## config.mk

```make
export PLATFORM = sky130hd
export DESIGN_NAME = spi_mem_responder_flat
export DESIGN_NICKNAME = d
export VERILOG_FILES = /design/src/rtl/spi_mem_pkg.sv /design/src/rtl/spi_mem_responder_if.sv /design/src/rtl/spi_sync_edge.sv /design/src/rtl/spi_mem_responder.sv /design/src/flat_wrapper.sv
export SDC_FILE = /design/constraint.sdc
export NUM_CORES = 1
export LEC_CHECK = 0
export CAP_MARGIN = 40
export CORE_ASPECT_RATIO = 1.5
export CORE_MARGIN = 8
export CORE_UTILIZATION = 52
export DETAILED_ROUTE_END_ITERATION = 6
export HOLD_SLACK_MARGIN = 0.05
export PLACE_DENSITY = 0.76
export SYNTH_ARGS = -nofsm -noshare
export SYNTH_HDL_FRONTEND = slang
export SYNTH_HIERARCHICAL = 1
export SYNTH_SLANG_ARGS = --single-unit
```

## constraint.sdc

```tcl
create_clock -name clk -period 1.8 [get_ports clk]
set_input_delay 0.18 -clock clk [delete_from_list [all_inputs] [get_ports clk]]
set_output_delay 0.18 -clock clk [all_outputs]
set_load 0.005 [all_outputs]
```

## src/rtl/spi_mem_pkg.sv

```systemverilog
// Shared SPI memory protocol definitions, common to the responder and the
// initiator-side controller.
package spi_mem_pkg;

  localparam logic [7:0] SPI_CMD_READ  = 8'h03;
  localparam logic [7:0] SPI_CMD_WRITE = 8'h02;

  localparam int CMD_BITS  = 8;
  localparam int ADDR_BITS = 24;
  localparam int DATA_BITS = 8;

  typedef enum logic [2:0] {
    IDLE,
    CMD,
    ADDR,
    RDATA,
    WDATA,
    IGNORE
  } spi_state_e;

endpackage

```

## src/rtl/spi_mem_responder_if.sv

```systemverilog
// SPI target pins plus byte-wide SRAM port of the SPI memory responder.
interface spi_mem_responder_if #(
  parameter int MEM_AW = 13
);

  logic              spi_sclk;
  logic              spi_cs_n;
  logic              spi_mosi;
  logic              spi_miso;
  logic [MEM_AW-1:0] mem_addr;
  logic [7:0]        mem_wdata;
  logic              mem_we;
  logic              mem_re;
  logic [7:0]        mem_rdata;
  logic              busy;
  logic              cmd_err;

  modport slave (
    input  spi_sclk, spi_cs_n, spi_mosi, mem_rdata,
    output spi_miso, mem_addr, mem_wdata, mem_we, mem_re, busy, cmd_err
  );

  modport master (
    output spi_sclk, spi_cs_n, spi_mosi, mem_rdata,
    input  spi_miso, mem_addr, mem_wdata, mem_we, mem_re, busy, cmd_err
  );

endinterface

```

## src/rtl/spi_sync_edge.sv

```systemverilog
// Two-flop synchronizer with a third stage for rise/fall detection of an
// asynchronous input.
module spi_sync_edge #(
  parameter bit RST_VAL = 1'b0
) (
  input  logic clk,
  input  logic rst,
  input  logic din,
  output logic level,
  output logic rise,
  output logic fall
);

  logic sync_p0, sync_p1, sync_p2;

  always_ff @(posedge clk or posedge rst) begin
    if (rst) begin
      sync_p0 <= RST_VAL;
      sync_p1 <= RST_VAL;
      sync_p2 <= RST_VAL;
    end else begin
      sync_p0 <= din;
      sync_p1 <= sync_p0;
      sync_p2 <= sync_p1;
    end
  end

  assign level = sync_p1;
  assign rise  = sync_p1 & ~sync_p2;
  assign fall  = ~sync_p1 & sync_p2;

endmodule

```

## src/rtl/spi_mem_responder.sv

```systemverilog
// SPI mode-0 memory target: decodes command and 24-bit address, then streams
// bytes between the oversampled SPI pins and a byte-wide synchronous SRAM.
module spi_mem_responder
  import spi_mem_pkg::*;
#(
  parameter int MEM_AW   = 13,
  parameter bit WRITE_EN = 1'b1
) (
  input logic               clk,
  input logic               rst,
  spi_mem_responder_if.slave bus
);

  localparam int CW = $clog2(ADDR_BITS);
  localparam logic [CW-1:0] CMD_LAST  = CW'(CMD_BITS - 1);
  localparam logic [CW-1:0] ADDR_LAST = CW'(ADDR_BITS - 1);
  localparam logic [CW-1:0] DATA_LAST = CW'(DATA_BITS - 1);

  logic sclk_lvl, sclk_rise, sclk_fall;
  logic cs_lvl, cs_rise, cs_fall;
  logic mosi_p0, mosi_p1;
  logic unused_sync;

  spi_state_e        state;
  logic [CW-1:0]     cnt;
  logic [6:0]        rx_sh;
  logic [7:0]        tx;
  logic [MEM_AW-1:0] addr;
  logic              rd;
  logic              ld_pend;

  logic              miso_q;
  logic [MEM_AW-1:0] mem_addr_q;
  logic [7:0]        mem_wdata_q;
  logic              mem_we_q, mem_re_q, busy_q, cmd_err_q;

  logic [7:0]        rx_byte;
  logic [MEM_AW-1:0] addr_shift, addr_inc;

  spi_sync_edge #(.RST_VAL(1'b0)) u_sclk_sync (
    .clk(clk), .rst(rst), .din(bus.spi_sclk),
    .level(sclk_lvl), .rise(sclk_rise), .fall(sclk_fall)
  );

  // cs_n idles high so a reset does not fake a select
  spi_sync_edge #(.RST_VAL(1'b1)) u_cs_sync (
    .clk(clk), .rst(rst), .din(bus.spi_cs_n),
    .level(cs_lvl), .rise(cs_rise), .fall(cs_fall)
  );

  assign unused_sync = sclk_lvl ^ cs_fall;

  // mosi stage p0/p1, aligned with the sclk level used for edge detection
  always_ff @(posedge clk or posedge rst) begin
    if (rst) begin
      mosi_p0 <= 1'b0;
      mosi_p1 <= 1'b0;
    end else begin
      mosi_p0 <= bus.spi_mosi;
      mosi_p1 <= mosi_p0;
    end
  end

  assign rx_byte    = {rx_sh, mosi_p1};
  assign addr_shift = {addr[MEM_AW-2:0], mosi_p1};
  assign addr_inc   = addr + MEM_AW'(1);

  always_ff @(posedge clk or posedge rst) begin
    if (rst) begin
      state       <= IDLE;
      cnt         <= '0;
      rx_sh       <= '0;
      tx          <= '0;
      addr        <= '0;
      rd          <= 1'b0;
      ld_pend     <= 1'b0;
      miso_q      <= 1'b0;
      mem_addr_q  <= '0;
      mem_wdata_q <= '0;
      mem_we_q    <= 1'b0;
      mem_re_q    <= 1'b0;
      busy_q      <= 1'b0;
      cmd_err_q   <= 1'b0;
    end else begin
      mem_we_q  <= 1'b0;
      mem_re_q  <= 1'b0;
      cmd_err_q <= 1'b0;
      ld_pend   <= mem_re_q;
      if (state != IDLE && cs_rise) begin
        state   <= IDLE;
        busy_q  <= 1'b0;
        cnt     <= '0;
        miso_q  <= 1'b0;
        ld_pend <= 1'b0;
      end else begin
        case (state)
          IDLE: begin
            if (!cs_lvl) begin
              state  <= CMD;
              cnt    <= '0;
              busy_q <= 1'b1;
            end
          end
          CMD: begin
            if (sclk_rise) begin
              rx_sh <= rx_byte[6:0];
              cnt   <= cnt + CW'(1);
              if (cnt == CMD_LAST) begin
                cnt <= '0;
                if (rx_byte == SPI_CMD_READ) begin
                  state <= ADDR;
                  rd    <= 1'b1;
                end else if (WRITE_EN && rx_byte == SPI_CMD_WRITE) begin
                  state <= ADDR;
                  rd    <= 1'b0;
                end else begin
                  state     <= IGNORE;
                  cmd_err_q <= 1'b1;
                end
              end
            end
          end
          ADDR: begin
            if (sclk_rise) begin
              addr <= addr_shift;
              cnt  <= cnt + CW'(1);
              if (cnt == ADDR_LAST) begin
                cnt <= '0;
                if (rd) begin
                  mem_re_q   <= 1'b1;
                  mem_addr_q <= addr_shift;
                  state      <= RDATA;
                end else begin
                  state <= WDATA;
                end
              end
            end
          end
          RDATA: begin
            // SRAM data lands two cycles after the strobe, ahead of the next fall
            if (ld_pend) begin
              tx <= bus.mem_rdata;
            end else if (sclk_fall) begin
              miso_q <= tx[7];
              tx     <= {tx[6:0], 1'b0};
            end
            if (sclk_rise) begin
              cnt <= cnt + CW'(1);
              if (cnt == DATA_LAST) begin
                cnt        <= '0;
                addr       <= addr_inc;
                mem_re_q   <= 1'b1;
                mem_addr_q <= addr_inc;
              end
            end
          end
          WDATA: begin
            if (sclk_rise) begin
              rx_sh <= rx_byte[6:0];
              cnt   <= cnt + CW'(1);
              if (cnt == DATA_LAST) begin
                cnt         <= '0;
                mem_we_q    <= 1'b1;
                mem_addr_q  <= addr;
                mem_wdata_q <= rx_byte;
                addr        <= addr_inc;
              end
            end
          end
          IGNORE: begin
            miso_q <= 1'b0;
          end
          default: state <= IDLE;
        endcase
      end
    end
  end

  assign bus.spi_miso  = miso_q;
  assign bus.mem_addr  = mem_addr_q;
  assign bus.mem_wdata = mem_wdata_q;
  assign bus.mem_we    = mem_we_q;
  assign bus.mem_re    = mem_re_q;
  assign bus.busy      = busy_q;
  assign bus.cmd_err   = cmd_err_q;

endmodule

```

## src/flat_wrapper.sv

```systemverilog
// flat-port wrapper written by rule: the top's interface ports become plain ports
module spi_mem_responder_flat import spi_mem_pkg::*;
#(
  parameter int MEM_AW   = 13,
  parameter bit WRITE_EN = 1'b1
)
  (clk, rst, bus_spi_sclk, bus_spi_cs_n, bus_spi_mosi, bus_mem_rdata, bus_spi_miso, bus_mem_addr, bus_mem_wdata, bus_mem_we, bus_mem_re, bus_busy, bus_cmd_err);
  spi_mem_responder_if #(.MEM_AW(MEM_AW)) bus_i ();
  input logic clk;
  input logic rst;
  input wire logic [$bits(bus_i.spi_sclk)-1:0] bus_spi_sclk;
  input wire logic [$bits(bus_i.spi_cs_n)-1:0] bus_spi_cs_n;
  input wire logic [$bits(bus_i.spi_mosi)-1:0] bus_spi_mosi;
  input wire logic [$bits(bus_i.mem_rdata)-1:0] bus_mem_rdata;
  output wire logic [$bits(bus_i.spi_miso)-1:0] bus_spi_miso;
  output wire logic [$bits(bus_i.mem_addr)-1:0] bus_mem_addr;
  output wire logic [$bits(bus_i.mem_wdata)-1:0] bus_mem_wdata;
  output wire logic [$bits(bus_i.mem_we)-1:0] bus_mem_we;
  output wire logic [$bits(bus_i.mem_re)-1:0] bus_mem_re;
  output wire logic [$bits(bus_i.busy)-1:0] bus_busy;
  output wire logic [$bits(bus_i.cmd_err)-1:0] bus_cmd_err;
  assign bus_i.spi_sclk = bus_spi_sclk;
  assign bus_i.spi_cs_n = bus_spi_cs_n;
  assign bus_i.spi_mosi = bus_spi_mosi;
  assign bus_i.mem_rdata = bus_mem_rdata;
  assign bus_spi_miso = bus_i.spi_miso;
  assign bus_mem_addr = bus_i.mem_addr;
  assign bus_mem_wdata = bus_i.mem_wdata;
  assign bus_mem_we = bus_i.mem_we;
  assign bus_mem_re = bus_i.mem_re;
  assign bus_busy = bus_i.busy;
  assign bus_cmd_err = bus_i.cmd_err;
  spi_mem_responder #(.MEM_AW(MEM_AW), .WRITE_EN(WRITE_EN)) u_core (.clk(clk), .rst(rst), .bus(bus_i));
endmodule
```

==> metrics.md, run 1 <==
| Metric | Value |
|---|---|
| First-pass GRT wire length | 18000 um |
| Kind of cell adding the most delay to the critical path | simple AND/OR/NAND/NOR gates |
| Clock sinks | ~70 |
| Worst vdd ir | slightly below 900 uV |
| Final Setup Violations | 13 |
| Bufs and invs on worst path | 1 |
| Arr. time, crit path | about 2100 ps |
| Total gr overflow | 0 |
| Worst Max-Slew Pin Slew | 525.7 ps |
| HPWL after DPL | a little under 8000 um |
| Die area | 0.01090 sq mm |
| Status | complete, but fails checks |
| Row Count | 39 |
| Synthesis warning total | 6 |
| Placed cell area | 0.004960 sq mm |
| Sw Share | 36.35% |
| Sequential power share | a little under a third |
| DRT antenna net count | 0 |
| Antenna violations before repair | 0 |
| Power density over the cells | between 1000 and 1500 mW/mm^2 |
| Final number of max-transition violations | 0 |
| CP max stage delay | around 480 ps |
| Crit path kind | reg -> reg |
| # DRC | 0 |
| Fin crit period | around 1900 ps |
| # hold bufs at CTS | 0 |
| Initial Util | 53.40% |
| Max FO, Critical Path | 7 |
| Critical Path Start Type | flip-flop |
| Max cap viols | 0 |
| Required time worst endpoint | 2020 ps |
| Vias per cell | between 5 and 6 |
| Die Span Y | 123.9 um |
| Fin worst setup slack | -106.5 ps |
| R2R setup slack | -110 ps |
| Clk_skew | between 6 and 7 ps |
| Overall power | roughly 7 mW |
| Cell Chain, Critical Path | o31ai_4 > buf_6 > nand3_2 > nor4_4 > mux2_2 |
| Final hold viol count | 0 |
| Vias in the first global route | roughly 3700 |
| Worst Hold Class | in -> async |
| Diodes inserted | 0 |
| Num CTS Buffers | 9 |
| Gpl congestion | between 0.9 and 1 |
| Filler cells | ~500 |
| Logic pwr share | between 40% and 50% |
| Htree depth | 3 |
| Fmax | 524.5 MHz |
| Net count, final | ~540 |
| Net Switching | around 2.6 mW |
| Total Routing Usage GR | around 22% |
| Growth of design area from synthesis to finish | 43.56% |
| Netlist Area Pre-Place | 0.004039 sq mm |
| Part of the power in the clock network | 25.3% |
| Final Cell Area | roughly 0.0058 sq mm |
| Critical Path Sink Type | flip-flop |
| Iter 0 DRT Violations | roughly 230 |
| Core ar. | around 0.0076 sq mm |
| Critical-path top delay cell | dfrtp_2 |
| Layout cells sized above 1 | around two fifths |
| RSZ-0062 raised after global routing | yes |
| Drt first pass iters | 5 |
| Final WL | 11850 um |
| Die Span X | 87.96 um |
| Largest net degree at the start of global routing | 67 |
| Total number of vias | about 3700 |
| Drt wl/cell | 18.69 um |
| CTS root buf | clkbuf_16 |
| Syn_area_per_cell | roughly 9.7 sq um |
| CTS tree | done |
| Worst slew margin | 64.95% |
| Synthesized Nets | between 400 and 500 |
| Clk buf depth | 2 |
| Worst skew pair latency | 340 ps |
| Tcrit/Tclk final | 105.9% |
| Post-Synthesis Cells | 418 |
| PortBufs | 38 |
| Pleak | ~2.5 nW |
| Failing checks | setup timing |
| P_int | between 4 and 5 mW |
| Clk slew on worst S/H paths | about 60 ps |
| Ports | 39 |
## registers in the layout, summed over array words and instances (netlist names), 3 cells and up
signal,count
u_core/addr,13
u_core/bus.mem_addr,13
u_core/bus.mem_wdata,8
u_core/tx,8
u_core/rx_sh,7
u_core/cnt,5
u_core/state,3
## layer usage
metal  global-route usage, %  vias up  routed length [um]
li1                        -     1733                   -
met1                   23.23     1847                4611
met2                   37.55      108                6351
met4                   13.08        0                 471
met3                   4.425       35                 417
met5                       0        -                   0
## through the flow
stage | util [%] | worst slack [ps] | std cells | hold WS [ps] | setup TNS (ps)
2_1_floorplan | - | -118.1 | 418 | -66.36 | -222.6
3_3_place_gp | 65.57 | -172.2 | 597 | 332.0 | -3695
3_5_place_dp | 65.57 | -197.9 | 597 | 342.7 | -4715
4_1_cts | 71.70 | -69.94 | 617 | 119.8 | -532.5
5_1_grt | 76.66 | -138.3 | 634 | 139.9 | -2367
6_report | 76.66 | -106.5 | 634 | 121.1 | -928.4
## area by class of cell
type,count,area [sq um],share of cell area (%)
Multi-Input combinational cell,302,2276,39.25
Sequential cell,72,1809,31.20
Timing Repair Buffer,129,1235,21.30
Clock buffer,9,225.2,3.884
Tap cell,102,127.6,2.201
Clock inverter,7,72.57,1.252
Inverter,13,52.55,0.9063
## power groups by stage
stage | sequential, mW | combinational, mW | clock, mW
finish | 2.14 | 3.11 | 1.78
global route | 2.17 | 3.32 | 1.88
CTS | 2.11 | 2.68 | 1.79
detailed placement | 2.13 | 2.46 | 0
global placement | 2.12 | 2.40 | 0
floorplan | 2.05 | 1.62 | 0
## worst register-to-register path: cells and delay by family (launching register included)
| kind | cells | cell delay [ps] |
|---|---|---|
| AOI/OAI and AO/OA | 1 | 290 |
| and+or+nand+nor | 2 | 490 |
| buffers and inverters | 1 | 160 |
| muxes | 1 | 370 |
| DFF | 1 | 480 |
## repair_timing
action	CTS	global route
pin swaps	4	13
endpoints found under the setup margin	49	53
gates cloned	0	1
setup buffers	4	17
resized for setup	30	64
## path summary, 6_finish.rpt
path	from	endpoint	depth (start not counted)
min reg2reg	u_core/u_sclk_sync/sync_p0$_DFF_PP0_	u_core/u_sclk_sync/level$_DFF_PP0_	0
min	rst	u_core/u_sclk_sync/sync_p2$_DFF_PP0_	2
min in group clk	bus_spi_cs_n	u_core/u_cs_sync/sync_p0$_DFF_PP1_	1
max reg2reg	u_core/state[0]$_DFFE_PP0P_	u_core/rd$_DFFE_PP0P_	5
max	u_core/state[0]$_DFFE_PP0P_	u_core/rd$_DFFE_PP0P_	5
max in group asynchronous	rst	u_core/state[0]$_DFFE_PP0P_	3
## cell usage in the layout (no fill, tap or decap), drive strengths merged, types with 3 or more instances in the layout
cell type and n:
clkinvlp 3, o211ai 4, a31oi 8, or3 4
o22ai 3, mux2i 11, a22o 3, a41oi 3
a21o 3, mux2 22, dfstp 3, buf 90
dfrtp 69, xnor2 4, o221ai 3, clkbuf 10
inv 12, nor3 8, a21oi 41, nand2 43
nor2 40, clkinv 4, clkdlybuf4s50 38, o21ai 20
and3b 3, nor4 3, a22oi 3, nor3b 8
nand3 8, nand4 5, a211oi 3, nor2b 5
o21a 3, nand2b 5
(Power assumes the default switching activity.)
==> run 2, diff against run 1 <==
CORE_UTILIZATION = 40   (was 52)
PLACE_DENSITY = default   (was 0.76)
==> run 2 against run 1 <==
The flow still finishes with violations (setup timing). Power is 0.86% higher. Sequential share of layout area is 0.081 points lower. Critical path depth is 2 higher.
==> metrics.md, run 2 (synthesis results as in run 1) <==
| Metric | Value |
|---|---|
| Clk slew on worst S/H paths | 60 ps (about the same) |
| Final hold viol count | 0 (unchanged) |
| Status | complete, but fails checks |
| Total Routing Usage GR | 16.45% (-5.1 points) |
| Die Span X | 98.05 um (+11%) |
| Net Switching | 2.505 mW (-1.9%) |
| Htree depth | 3 (unchanged) |
| Part of the power in the clock network | 25.7% (+0.4 points) |
| P_int | 4.583 mW (+2.5%) |
| Most frequent cells in the layout | buf_4 (93), dfrtp_1 (66), nand2_1 (40) |
| CTS tree | done |
| # DRC | 0 (unchanged) |
| Sw Share | 35.34% (-1.0 points) |
| Fin crit period | 1880 ps (-26.64 ps) |
| Worst vdd ir | 977.1 uV (+10%) |
| Sequential power share | 29.7% (-0.7 points) |
| Util after Layout | 58.33% (-18 points) |
| Drt first pass iters | 4 (-1) |
| Critical Path Sink Type | flip-flop |
| Worst slew margin | 68.34% (+3.4 points) |
| Num CTS Buffers | 9 (unchanged) |
| Pleak | 2.497 nW (+1.7%) |
| Row Count | 45 (+15%) |
| Growth of design area from synthesis to finish | 43.93% |
| RSZ-0062 raised after global routing | yes |
| Worst Hold Class | in -> async |
| Iter 0 DRT Violations | 141 (-38%) |
| Vias in the first global route | 3709 (-0.62%) |
| Worst Max-Slew Pin Slew | 474.9 ps (-50.87 ps) |
| Die Span Y | 139.1 um (+12%) |
| CTS root buf | clkbuf_16 |
| Arr. time, crit path | 2120 ps (about the same) |
| PortBufs | 38 (unchanged) |
| Total gr overflow | 0 (unchanged) |
| Required time worst endpoint | 2040 ps (+20 ps) |
| Die area | 0.01364 sq mm (+25%) |
| Layout cells sized above 1 | 37.21% (-1.1 points) |
| Logic pwr share | 44.6% (+0.3 points) |
| HPWL after DPL | 7916 um (+2.7%) |
| Max FO, Critical Path | 18 (+11) |
| Max cap viols | 0 (unchanged) |
| Initial Util | 40.53% (-13 points) |
| Total number of vias | 3624 (-2.7%) |
| Net count, final | 561 (+3.5%) |
| Core ar. | 0.009966 sq mm (+32%) |
| Failing checks | setup timing |
| Critical Path Start Type | flip-flop |
| First-pass GRT wire length | 18030 um (+0.19%) |
| Largest net degree at the start of global routing | 67 (unchanged) |
| Crit path kind | reg -> reg |
| Filler cells | 871 (+79%) |
| Fmax | 531.9 MHz (+1.4%) |
| Worst skew pair latency | 330 ps (about the same) |
| Final Setup Violations | 13 (unchanged) |
| Antenna violations before repair | 0 (unchanged) |
| Clk buf depth | 2 (unchanged) |
| Vias per cell | 5.425 (-7.6%) |
| Final WL | 11190 um (-5.6%) |
| DRT antenna net count | 0 (unchanged) |
| CP max stage delay | 450 ps (-30 ps) |
| Layout Cells excl Fill | 668 (+5.4%) |
| Drt wl/cell | 16.75 um (-10%) |
| Diodes inserted | 0 (unchanged) |
| Tcrit/Tclk final | 104.4% (-1.5 points) |
| Power density over the cells | 1219 mW/mm^2 (+0.60%) |
| Inst Count DP | 637 (+6.7%) |
| Commonest non-fill, non-tap cell in the layout | buf_4 |
| Clk_skew | 5.451 ps (-0.9269 ps) |
| Cell Chain, Critical Path | o31ai_4 > nand2_2 > buf_4 > a21oi_4 > buf_6 > o21a_1 > a2bb2oi_1 |
| Critical-path top delay cell | dfrtp_2 |
| Ports | 39 (unchanged) |
| Final number of max-transition violations | 0 (unchanged) |
| Clock sinks | 72 (unchanged) |
| Gpl congestion | 0.8817 (-4.8%) |
| Fin worst setup slack | -79.91 ps (+26.64 ps) |
[run 2: cell types whose count changed in the layout (fill, tap and decap cells not counted), sizes merged]
cell	delta
clkbuf	-1
buf	+20
inv	+2
clkinv	-2
[run 2: stage by stage]
step	hold slack, ps	worst slack (ps)	setup TNS [ps]	cell area [sq um]	power [mW]
global placement	335.2	-210.4	-1068	5141	4.783
CTS	135.5	-77.21	-485.4	5594	6.869
detailed placement	335.8	-215.4	-1360	5141	4.846
global route	166.8	-162.8	-2764	5813	7.518
floorplan	-66.36	-118.1	-222.6	4056	3.667
finish	145.4	-79.91	-328.9	5813	7.089
[run 2: routing by layer]
| metal | vias to the layer above | share of wire [%] | track usage (%) |
|---|---|---|---|
| met5 | - | 0 | 0 |
| met4 | 0 | 3.9 | 8.746 |
| met3 | 29 | 2.7 | 3.568 |
| met2 | 66 | 54 | 29.04 |
| met1 | 1768 | 39 | 17.82 |
| li1 | 1761 | - | - |
[run 2: cell type report]
class                      instances  area [sq um]  area share, %
multi-input combinational        302          2203          37.90
timing repair buffer             148          1296          22.30
clock buffer                       9         225.2          3.874
inverter                          13         52.55         0.9040
sequential                        72          1809          31.12
clock inverter                     7         80.08          1.378
tap                              117         146.4          2.518
[run 2: worst paths after layout]
kind / from / end / slack [ps] / cells after the start
hold reg to reg: u_core/u_sclk_sync/sync_p0$_DFF_PP0_ / u_core/u_sclk_sync/level$_DFF_PP0_ / 350 / 0
setup / recovery: u_core/state[2]$_DFFE_PP0P_ / u_core/addr[2]$_DFFE_PP0P_ / -80 / 7
hold / removal: rst / u_core/u_sclk_sync/sync_p2$_DFF_PP0_ / 150 / 2
setup reg to reg: u_core/state[2]$_DFFE_PP0P_ / u_core/addr[2]$_DFFE_PP0P_ / -80 / 7
max in group asynchronous: rst / u_core/state[0]$_DFFE_PP0P_ / 1130 / 3
min in group clk: bus_spi_cs_n / u_core/u_cs_sync/sync_p0$_DFF_PP1_ / 260 / 1
[run 2: critical path, delay by kind of cell, from the launching register on]
kind / cells / cell delay, ps
AOI/OAI and AO/OA: 4 / 890
DFF: 1 / 450
buffers and inverters: 2 / 360
and+or+nand+nor: 1 / 100
[run 2: repair_timing]
item	CTS	global route
buffers inserted	3	14
hold buffers	0	0
resized for setup	30	32
endpoints found under the hold margin	0	0
setup endpoints to repair	31	44
pin swaps	8	9
cloned	0	0
[run 2: power groups by stage]
| stage | clock, mW | combinational (mW) | sequential [mW] |
|---|---|---|---|
| final | 1.82 | 3.16 | 2.10 |
| after global routing | 1.94 | 3.44 | 2.13 |
| after CTS | 1.86 | 2.91 | 2.09 |
| after detailed placement | 0 | 2.73 | 2.12 |
| after global placement | 0 | 2.68 | 2.11 |
| after floorplan | 0 | 1.62 | 2.05 |
==> run 3, diff against run 2 <==
CORE_UTILIZATION = 48   (was 40)
PLACE_DENSITY = 0.71   (was default)
==> run 3 against run 2 <==
The flow still finishes with violations (setup timing). Flip-flop and latch count unchanged. Hold slack lost 32 ps. Die area fell by 14%. Clock-buffer cell count increased by 1. Critical path depth shrank 2. Critical endpoint is now u_core/rx_sh[6]$_DFFE_PP0P_. Largest power group unchanged. Highest routed layer unchanged.
==> metrics.md, run 3 (synthesis results as in run 1) <==
| Metric | Value |
|---|---|
| Status | complete, but fails checks |
| Failing checks | setup timing |
| Clk slew on worst S/H paths | 60 ps (about the same) |
| Final number of max-transition violations | 0 (unchanged) |
| Clock sinks | 72 (unchanged) |
| R2R setup slack | -80 ps (about the same) |
| CTS root buf | clkbuf_16 |
| Net count, final | 545 (-2.9%) |
| R2R depth | 5 (-2) |
| Worst vdd ir | 840.7 uV (-14%) |
| Power density over the cells | 1247 mW/mm^2 (+2.3%) |
| # hold bufs at CTS | 0 (unchanged) |
| Die area | 0.01167 sq mm (-14%) |
| Worst Hold Class | in -> async |
| Worst R2R Start | u_core/state[0]$_DFFE_PP0P_ |
| Tcrit/Tclk final | 104.5% (about the same) |
| Worst Max-Slew Pin Slew | 450.2 ps (-24.63 ps) |
| Htree depth | 3 (unchanged) |
| Num CTS Buffers | 9 (unchanged) |
| Total gr overflow | 0 (unchanged) |
| CTS tree | done |
| Diodes inserted | 0 (unchanged) |
| Pleak | 2.438 nW (-2.4%) |
| Max cap viols | 0 (unchanged) |
| Worst reg2reg path endpoint | u_core/rx_sh[6]$_DFFE_PP0P_ |
| Final WL | 11000 um (-1.7%) |
| Worst slew margin | 69.98% (+1.6 points) |
| Vias per cell | 5.682 (+4.7%) |
| Clk buf depth | 2 (unchanged) |
| Row Count | 41 (-8.9%) |
| Core ar. | 0.008310 sq mm (-17%) |
| Die Span X | 90.90 um (-7.3%) |
| DRT antenna net count | 0 (unchanged) |
| PortBufs | 38 (unchanged) |
| Drt wl/cell | 17.13 um (+2.2%) |
| Max FO, Critical Path | 7 (-11) |
| Fin worst setup slack | -80.57 ps (-0.6624 ps) |
| Gpl congestion | 0.8720 (-1.1%) |
| Vias in the first global route | 3685 (-0.65%) |
| Pre-CTS WS | -200.0 ps (+15.42 ps) |
| Required time worst endpoint | 2020 ps (-20 ps) |
| Fmax | 531.8 MHz (about the same) |
| First-pass GRT wire length | 17650 um (-2.1%) |
| Hold WS | 113.8 ps (-31.55 ps) |
| HPWL after DPL | 7583 um (-4.2%) |
| Die Span Y | 128.3 um (-7.7%) |
| Crit path kind | reg -> reg |
| Antenna violations before repair | 0 (unchanged) |
| Layout cells sized above 1 | 35.33% (-1.9 points) |
| Drt first pass iters | 4 (unchanged) |
| Fin crit period | 1881 ps (+0.6624 ps) |
| Setup TNS | -889.4 ps (-560.6 ps) |
| Iter 0 DRT Violations | 156 (+11%) |
| Arr. time, crit path | 2100 ps (-20 ps) |
| Final Setup Violations | 18 (+5) |
| Critical Path Start Type | flip-flop |
| Clk_skew | 10.22 ps (+4.769 ps) |
| Ports | 39 (unchanged) |
| Largest net degree at the start of global routing | 67 (unchanged) |
| Initial Util | 48.60% (+8.1 points) |
| Final hold viol count | 0 (unchanged) |
| Worst skew pair latency | 340 ps (about the same) |
| Total number of vias | 3648 (+0.66%) |
| Most frequent cells in the layout | buf_4 (79), dfrtp_1 (65), nand2_1 (40) |
| Commonest non-fill, non-tap cell in the layout | buf_4 |
| RSZ-0062 raised after global routing | yes |
| Growth of design area from synthesis to finish | 41.48% |
| Total Routing Usage GR | 18.89% (+2.4 points) |
| # DRC | 0 (unchanged) |
| Critical Path Sink Type | flip-flop |
-- run 3: changes by cell type in the layout (fill, tap and decap cells not counted), moves of 3 or more --
cell | before | now
nor2_1 | 34 | 30
clkinv_2 | 0 | 3
buf_6 | 14 | 8
nor2_2 | 2 | 6
buf_8 | 0 | 4
buf_4 | 93 | 79
-- run 3: routing by layer --
layer	vias up	part of all wire, %	GRT usage (%)	wire [um]
li1	1733	-	-	-
met1	1801	38	19.77	4197
met2	85	54	34.18	5936
met3	29	3.5	3.730	388
met4	0	4.3	11.62	474
met5	-	0	0	0
-- run 3: where the power goes --
| group | switching (mW) | internal [mW] | leakage, nW | total [mW] |
|---|---|---|---|---|
| Combinational | 1.52 | 1.57 | 1.36 | 3.10 |
| Sequential | 0.264 | 1.85 | 0.917 | 2.12 |
| Clock | 0.672 | 1.24 | 0.158 | 1.91 |
-- run 3: worst max-delay path by stage --
stage / startpoint / endpoint / slack [ps] / depth (start not counted)
final: u_core/state[0]$_DFFE_PP0P_ / u_core/rx_sh[6]$_DFFE_PP0P_ / -80 / 5
after global routing: u_core/state[0]$_DFFE_PP0P_ / u_core/addr[8]$_DFFE_PP0P_ / -110 / 7
after CTS: u_core/state[0]$_DFFE_PP0P_ / u_core/cnt[3]$_DFFE_PP0P_ / -70 / 6
after detailed placement: u_core/state[2]$_DFFE_PP0P_ / u_core/rd$_DFFE_PP0P_ / -200 / 5
after global placement: u_core/u_cs_sync/level$_DFF_PP1_ / u_core/rx_sh[1]$_DFFE_PP0P_ / -170 / 7
after floorplan: u_core/state[0]$_DFFE_PP0P_ / u_core/addr[0]$_DFFE_PP0P_ / -120 / 6
-- run 3: final cells by class --
class,count,area [sq um]
well taps,107,133.9
fillers,643,2596
multi-input cells,302,2212
flip-flops and latches,72,1810
inverters,13,52.55
clock buffers,10,239.0
repair buffers,132,1184
clock inverters,6,82.58
-- run 3: repair_timing --
| item | 4_1_cts | 5_1_grt |
|---|---|---|
| hold endpoints to repair | 0 | 0 |
| endpoints found under the setup margin | 46 | 37 |
| gates resized for setup | 31 | 35 |
| pin swaps | 8 | 11 |
| setup buffers | 8 | 11 |
-- run 3: critical path: stages (launching register included) --
cell and delay [ps]:
dfrtp_2 470, o31ai_4 300, buf_6 160, nand2_4 60
or3_4 450, mux2_4 320
-- run 3: stage by stage --
stage	utilization, %	area, sq um	total power, mW	cells
3_5_place_dp	60.15	4999	4.686	608
6_report	68.76	5714	7.126	642
4_1_cts	66.14	5497	6.844	631
5_1_grt	68.76	5714	7.490	642
3_3_place_gp	60.15	4999	4.599	608
2_1_floorplan	-	4056	3.667	418
